===== src/rtl/dtm_jtag.sv =====
// JTAG Debug Transport Module: oversampled TAP controller with IDCODE/DTMCS/DMI/BYPASS
// data registers, launching single DMI request/ready transactions toward the debug module.
module dtm_jtag #(
  parameter logic [31:0] IDCODE = 32'h00000001,
  parameter int          ABITS  = 7
) (
  input  logic             clk,
  input  logic             reset,
  input  logic             jtag_tck,
  input  logic             jtag_tms,
  input  logic             jtag_tdi,
  output logic             jtag_tdo,
  output logic             dmi_valid,
  input  logic             dmi_ready,
  output logic             dmi_write,
  output logic [ABITS-1:0] dmi_addr,
  output logic [31:0]      dmi_wdata,
  input  logic [31:0]      dmi_rdata
);

  localparam int DMI_W = ABITS + 34;

  typedef enum logic [3:0] {
    TLR, RTI, SEL_DR, CAP_DR, SHIFT_DR, EXIT1_DR, PAUSE_DR, EXIT2_DR, UPD_DR,
    SEL_IR, CAP_IR, SHIFT_IR, EXIT1_IR, PAUSE_IR, EXIT2_IR, UPD_IR
  } tap_state_e;

  typedef enum logic [1:0] {SEL_IDCODE, SEL_DTMCS, SEL_DMI, SEL_BYPASS} dr_sel_e;

  logic [2:0]       sync1_q, sync1_d, sync2_q, sync2_d;
  logic             tck_dly_q, tck_dly_d;
  tap_state_e       state_q, state_d, tap_next;
  logic [4:0]       ir_q, ir_d, ir_sr_q, ir_sr_d;
  logic [DMI_W-1:0] dr_sr_q, dr_sr_d, dr_shift;
  logic             tdo_q, tdo_d;
  logic             valid_q, valid_d, write_q, write_d, sticky_q, sticky_d;
  logic [ABITS-1:0] addr_q, addr_d;
  logic [31:0]      wdata_q, wdata_d, result_q, result_d, dtmcs_val;
  logic             tck_s, tms_s, tdi_s, tck_rise, tck_fall, busy;
  logic [1:0]       dmi_op;
  dr_sel_e          dr_sel;

  assign tck_s    = sync2_q[2];
  assign tms_s    = sync2_q[1];
  assign tdi_s    = sync2_q[0];
  assign tck_rise = tck_s & ~tck_dly_q;
  assign tck_fall = ~tck_s & tck_dly_q;
  assign busy     = valid_q;
  assign dmi_op   = dr_sr_q[1:0];

  always_comb begin
    sync1_d   = {jtag_tck, jtag_tms, jtag_tdi};
    sync2_d   = sync1_q;
    tck_dly_d = sync2_q[2];
  end

  always_comb begin
    tap_next = state_q;
    case (state_q)
      TLR:      tap_next = tms_s ? TLR      : RTI;
      RTI:      tap_next = tms_s ? SEL_DR   : RTI;
      SEL_DR:   tap_next = tms_s ? SEL_IR   : CAP_DR;
      CAP_DR:   tap_next = tms_s ? EXIT1_DR : SHIFT_DR;
      SHIFT_DR: tap_next = tms_s ? EXIT1_DR : SHIFT_DR;
      EXIT1_DR: tap_next = tms_s ? UPD_DR   : PAUSE_DR;
      PAUSE_DR: tap_next = tms_s ? EXIT2_DR : PAUSE_DR;
      EXIT2_DR: tap_next = tms_s ? UPD_DR   : SHIFT_DR;
      UPD_DR:   tap_next = tms_s ? SEL_DR   : RTI;
      SEL_IR:   tap_next = tms_s ? TLR      : CAP_IR;
      CAP_IR:   tap_next = tms_s ? EXIT1_IR : SHIFT_IR;
      SHIFT_IR: tap_next = tms_s ? EXIT1_IR : SHIFT_IR;
      EXIT1_IR: tap_next = tms_s ? UPD_IR   : PAUSE_IR;
      PAUSE_IR: tap_next = tms_s ? EXIT2_IR : PAUSE_IR;
      EXIT2_IR: tap_next = tms_s ? UPD_IR   : SHIFT_IR;
      UPD_IR:   tap_next = tms_s ? SEL_DR   : RTI;
      default:  tap_next = TLR;
    endcase
  end

  // Register selection and the right-shift with tdi entering at the selected length's MSB.
  always_comb begin
    case (ir_q)
      5'h01:   dr_sel = SEL_IDCODE;
      5'h10:   dr_sel = SEL_DTMCS;
      5'h11:   dr_sel = SEL_DMI;
      default: dr_sel = SEL_BYPASS;
    endcase
    dtmcs_val = {20'd0, (sticky_q ? 2'b11 : 2'b00), 6'(ABITS), 4'd1};
    dr_shift  = dr_sr_q >> 1;
    case (dr_sel)
      SEL_IDCODE, SEL_DTMCS: dr_shift[31]       = tdi_s;
      SEL_DMI:               dr_shift[DMI_W-1]  = tdi_s;
      default:               dr_shift[0]        = tdi_s;
    endcase
  end

  always_comb begin
    state_d  = state_q;
    ir_d     = ir_q;
    ir_sr_d  = ir_sr_q;
    dr_sr_d  = dr_sr_q;
    tdo_d    = tdo_q;
    valid_d  = valid_q;
    write_d  = write_q;
    addr_d   = addr_q;
    wdata_d  = wdata_q;
    result_d = result_q;
    sticky_d = sticky_q;

    if (valid_q && dmi_ready) begin
      valid_d  = 1'b0;
      result_d = write_q ? wdata_q : dmi_rdata;
    end

    if (tck_rise) begin
      state_d = tap_next;
      case (state_q)
        CAP_IR:   ir_sr_d = 5'b00001;
        SHIFT_IR: ir_sr_d = {tdi_s, ir_sr_q[4:1]};
        CAP_DR: begin
          case (dr_sel)
            SEL_IDCODE: dr_sr_d = DMI_W'(IDCODE);
            SEL_DTMCS:  dr_sr_d = DMI_W'(dtmcs_val);
            SEL_DMI: begin
              dr_sr_d = {addr_q, result_q, ((busy || sticky_q) ? 2'b11 : 2'b00)};
              if (busy) sticky_d = 1'b1;
            end
            default:    dr_sr_d = '0;
          endcase
        end
        SHIFT_DR: dr_sr_d = dr_shift;
        default: ;
      endcase

      if (tap_next == UPD_IR) ir_d = ir_sr_q;

      // A rejected request leaves the bus untouched; only a busy collision marks sticky.
      if (tap_next == UPD_DR) begin
        if (dr_sel == SEL_DTMCS && (dr_sr_q[16] || dr_sr_q[17])) sticky_d = 1'b0;
        if (dr_sel == SEL_DMI && (dmi_op == 2'd1 || dmi_op == 2'd2)) begin
          if (busy) begin
            sticky_d = 1'b1;
          end else if (!sticky_q) begin
            valid_d = 1'b1;
            write_d = (dmi_op == 2'd2);
            addr_d  = dr_sr_q[DMI_W-1:34];
            wdata_d = dr_sr_q[33:2];
          end
        end
      end
    end

    if (tck_fall) begin
      if (state_q == SHIFT_DR)      tdo_d = dr_sr_q[0];
      else if (state_q == SHIFT_IR) tdo_d = ir_sr_q[0];
    end

    if (state_q == TLR) begin
      ir_d     = 5'h01;
      sticky_d = 1'b0;
    end
  end

  always_ff @(posedge clk or posedge reset) begin
    if (reset) begin
      sync1_q   <= '0;
      sync2_q   <= '0;
      tck_dly_q <= 1'b0;
      state_q   <= TLR;
      ir_q      <= 5'h01;
      ir_sr_q   <= '0;
      dr_sr_q   <= '0;
      tdo_q     <= 1'b0;
      valid_q   <= 1'b0;
      write_q   <= 1'b0;
      addr_q    <= '0;
      wdata_q   <= '0;
      result_q  <= '0;
      sticky_q  <= 1'b0;
    end else begin
      sync1_q   <= sync1_d;
      sync2_q   <= sync2_d;
      tck_dly_q <= tck_dly_d;
      state_q   <= state_d;
      ir_q      <= ir_d;
      ir_sr_q   <= ir_sr_d;
      dr_sr_q   <= dr_sr_d;
      tdo_q     <= tdo_d;
      valid_q   <= valid_d;
      write_q   <= write_d;
      addr_q    <= addr_d;
      wdata_q   <= wdata_d;
      result_q  <= result_d;
      sticky_q  <= sticky_d;
    end
  end

  assign jtag_tdo  = tdo_q;
  assign dmi_valid = valid_q;
  assign dmi_write = write_q;
  assign dmi_addr  = addr_q;
  assign dmi_wdata = wdata_q;

endmodule


===== config.mk =====
export PLATFORM = sky130hd
export DESIGN_NAME = dtm_jtag
export DESIGN_NICKNAME = d
export VERILOG_FILES = /design/src/rtl/dtm_jtag.sv
export SDC_FILE = /design/constraint.sdc
export NUM_CORES = 1
export LEC_CHECK = 0
export ABC_AREA = 1
export ABC_CLOCK_PERIOD_IN_PS = 6250
export CORE_ASPECT_RATIO = 0.8
export CORE_UTILIZATION = 60
export CTS_CLUSTER_DIAMETER = 120
export DETAILED_ROUTE_END_ITERATION = 16
export GPL_ROUTABILITY_DRIVEN = 0
export MAX_ROUTING_LAYER = met4
export PLACE_DENSITY_LB_ADDON = 0.08
export SYNTH_ARGS = -nofsm -noshare
export SYNTH_HDL_FRONTEND = slang
export SYNTH_SLANG_ARGS = --single-unit

===== constraint.sdc =====
create_clock -name clk -period 6.25 [get_ports clk]
set_input_delay 0.625 -clock clk [delete_from_list [all_inputs] [get_ports clk]]
set_output_delay 0.625 -clock clk [all_outputs]
set_load 0.05 [all_outputs]

==> impl_metrics.tcl <==
set metrics [dict create \
    cts_tree "done" \
    reg2reg_to "dmi_wdata[27]" \
    viasPerCell 5.61 \
    grt_pass1_wl_um 26200 \
    worst-r2r-setup-slack_ps 3160 \
    crit_top_cell "inv_1" \
    synth_cell_types 36 \
    vias 5681 \
    worst_skew_pair.late_latency_ps 410 \
    crit_required_ps 6540 \
    cp-start-kind "flop" \
    clkPwrFrac 0.340 \
    dp_hpwl_um 9510 \
    final_cell_mix "dfrtp_1 (136), inv_1 (134), nand2_1 (111), a21oi_1 (97), clkdlybuf4s50_1 (79)" \
    ys_warn_count 0 \
    multiInputGateArea_um2 2330 \
    cts-resized-gates 0 \
    cts_buffer_depth 2 \
    postRouteAntennaNets 0 \
    fp.dieW_um 119 \
    comb_power_share 0.213 \
    coreArea_um2 10400 \
    period_share 0.494 \
    die_h_um 95.5 \
    fin_util 0.750 \
    clockRootBuffer "clkbuf_16" \
    crit_arrival_ps 3370 \
    grt_overflow_total 0 \
    wl_um 15800 \
    drt-initial-drc-count 631 \
    grt_max_degree 82 \
    cts.sink_count 137 \
    slew_viol_final 0 \
    seq_area_frac_synth 0.523 \
    fmax_ghz 0.324 \
    wl_per_cell_um 15.6 \
    fin_crit_ps 3090 \
    layout-drive-gt1-share 0.0780 \
    cp_slowest_stage_delay_ps 700 \
    hp-class "flop to flop" \
    first_pass_iters 6 \
    setup_violations 0 \
    path_class "flop to flop" \
    rows 33 \
    finalNonFillerCells 1012 \
    status "complete, no violations" \
    fill_cells 744 \
    use_met1 0.401 \
    hold_viol_final 0 \
    worst_pin_slew_ps 1350 \
    gr-usage-met3 0.0580 \
    hold_start "sync1_q[2]" \
    synthCells 801 \
    syn_nets 840 \
    critPathCaptureType "flop" \
    seq_power_share 0.447 \
    skew_ps 6.58 \
    grt_use_met2 0.494 \
    rsz0062_at_grt "no" \
    layout_commonest_cell "dfrtp_1" \
    top_usage_layer "met2" \
    synth-seq-cells 137 \
    area_growth_syn_to_layout_pct 19.6 \
    numCtsBuffers 17 \
    rr_worst_depth 9 \
    swShare 0.336 \
    drc 0 \
    max_cap_viol_count 0 \
    grt_pass1_vias 5466 \
    crit_end "dmi_wdata[27]" \
    htree_levels 4 \
    synthesis.area_um2 6550 \
    reg2reg_from "state_q[0]" \
    relSlewSlack 0.0963 \
    ios 80 \
    cts_hold_repair.buffers 0 \
    nNetsFinal 898 \
    grt_usage 0.308 \
    path_clk_slew_ps 60 \
    p_per_area_nw_per_um2 349 \
    p_leak_uw 0.00405 \
    final.setup.tns_ps 0 \
    io_buffers 79 \
    worstSetupStartpoint "state_q[0]" \
    seq_area_um2 3430 \
    crit_slowest_cell "nand3_4" \
    path_cells "nor2_4, nand2_4, nand3_2, inv_1, nand3_1, nor2_2, nand3_4, o21ai_1, inv_1" \
    syn_avg_cell_area_um2 8.18 \
    p_sw_uw 917 \
    dp.cells 980 \
    crit_path_max_fanout 81 \
    ir_drop_mv 0.202 \
    die_area_um2 11300 \
    power.internal_uw 1820 \
    post-cts-setup-buffer-count 0 \
    diodes 0 \
    start_util 0.627 \
    grt_antenna_before_repair 0 \
]
==> per-stage QoR <==
step	cell area (um2)	hold WS (ps)	total power, uW	setup slack, ps
floorplan	6550	331	1650	1960
global placement	7300	332	1770	3340
detailed placement	7300	338	1800	3180
CTS	7840	351	2730	3160
global route	7840	364	2870	2860
finish	7840	347	2730	3160
==> area by class of cell <==
type / instances / share of cell area
clock inverter: 12 / 0.0133
tap: 140 / 0.0224
multi-input combinational: 476 / 0.297
timing repair buffer: 83 / 0.105
clock buffer: 20 / 0.0557
inverter: 144 / 0.0693
sequential: 137 / 0.438
==> sequential cells by signal, summed over array words and instances, names as in the netlist <==
name / flops
dr_sr_q: 41
dmi_wdata: 32
result_q: 32
dmi_addr: 7
ir_q: 5
ir_sr_q: 5
state_q: 4
sync1_q: 3
sync2_q: 3
dmi_valid: 1
dmi_write: 1
jtag_tdo: 1
sticky_q: 1
tck_dly_q: 1
==> power by group through the flow <==
stage / combinational, uW / sequential (uW) / clock [uW]
CTS: 579 / 1220 / 932
global route: 650 / 1250 / 972
finish: 581 / 1220 / 929
detailed placement: 570 / 1230 / 0
global placement: 547 / 1220 / 0
floorplan: 474 / 1180 / 0
==> worst min path at each step <==
stage	slack (ps)	cells after the start	endpoint
final	350	0	sync2_q[2]
after global routing	360	0	sync2_q[0]
after CTS	350	0	sync2_q[2]
after detailed placement	340	0	sync2_q[2]
after global placement	330	0	sync2_q[0]
after floorplan	330	0	sync2_q[0]
==> synthesized netlist by cell type <==
library cell  instances  area share
o21bai_2              1      0.0017
a22oi_1               3      0.0034
mux2_2                1      0.0017
inv_1               135       0.077
o21ai_2               2      0.0027
dfstp_2               1      0.0040
buf_4                 1      0.0011
dfrtp_1             136        0.52
nor2_4                3      0.0052
nand4_1               3      0.0029
nor2_1               70       0.040
nand3_2               3      0.0046
a21oi_2               2      0.0027
clkbuf_1             23       0.013
nand2_4               1      0.0017
o22ai_1              18       0.017
buf_2                 4      0.0031
and2_1                1     0.00096
buf_1                 5      0.0029
nor4_1                1     0.00096
buf_6                11       0.019
a31oi_1              18       0.017
a21oi_1              97       0.074
o211ai_1              1      0.0011
o21ai_1              42       0.032
o2111ai_1             1      0.0013
nand2_1             111       0.064
nor3_1                1     0.00076
o21ai_0              50       0.038
nand3_4               1      0.0027
nor4_2                1      0.0019
nand3_1              34       0.026
inv_2                 9      0.0052
ha_1                  1      0.0019
nor2_2                4      0.0038
nand2_2               5      0.0048
==> kinds of logic after synthesis <==
logic type / Yosys count / synth area share
buffers and inverters: 188 / 0.122
multiplexers: 1 / 0.00172
AND/OR/NAND/NOR: 239 / 0.160
adder cells (fa/ha/maj): 1 / 0.00191
flip-flops: 137 / 0.523
AO/OA/AOI/OAI: 235 / 0.192
==> metal layers <==
layer	part of all wire	vias to the layer above
met4	0.011	0
met3	0.067	22
met2	0.48	231
li1	-	2699
met5	0	-
met1	0.44	2729
==> worst max-delay path, delay by kind of cell (launching register included) <==
kind | cells | cell delay, ps
DFF | 1 | 580
and+or+nand+nor | 6 | 1790
buffers and inverters | 2 | 170
AOI/OAI and AO/OA | 1 | 400
No activity file was read; power rests on OpenSTA's default activity.
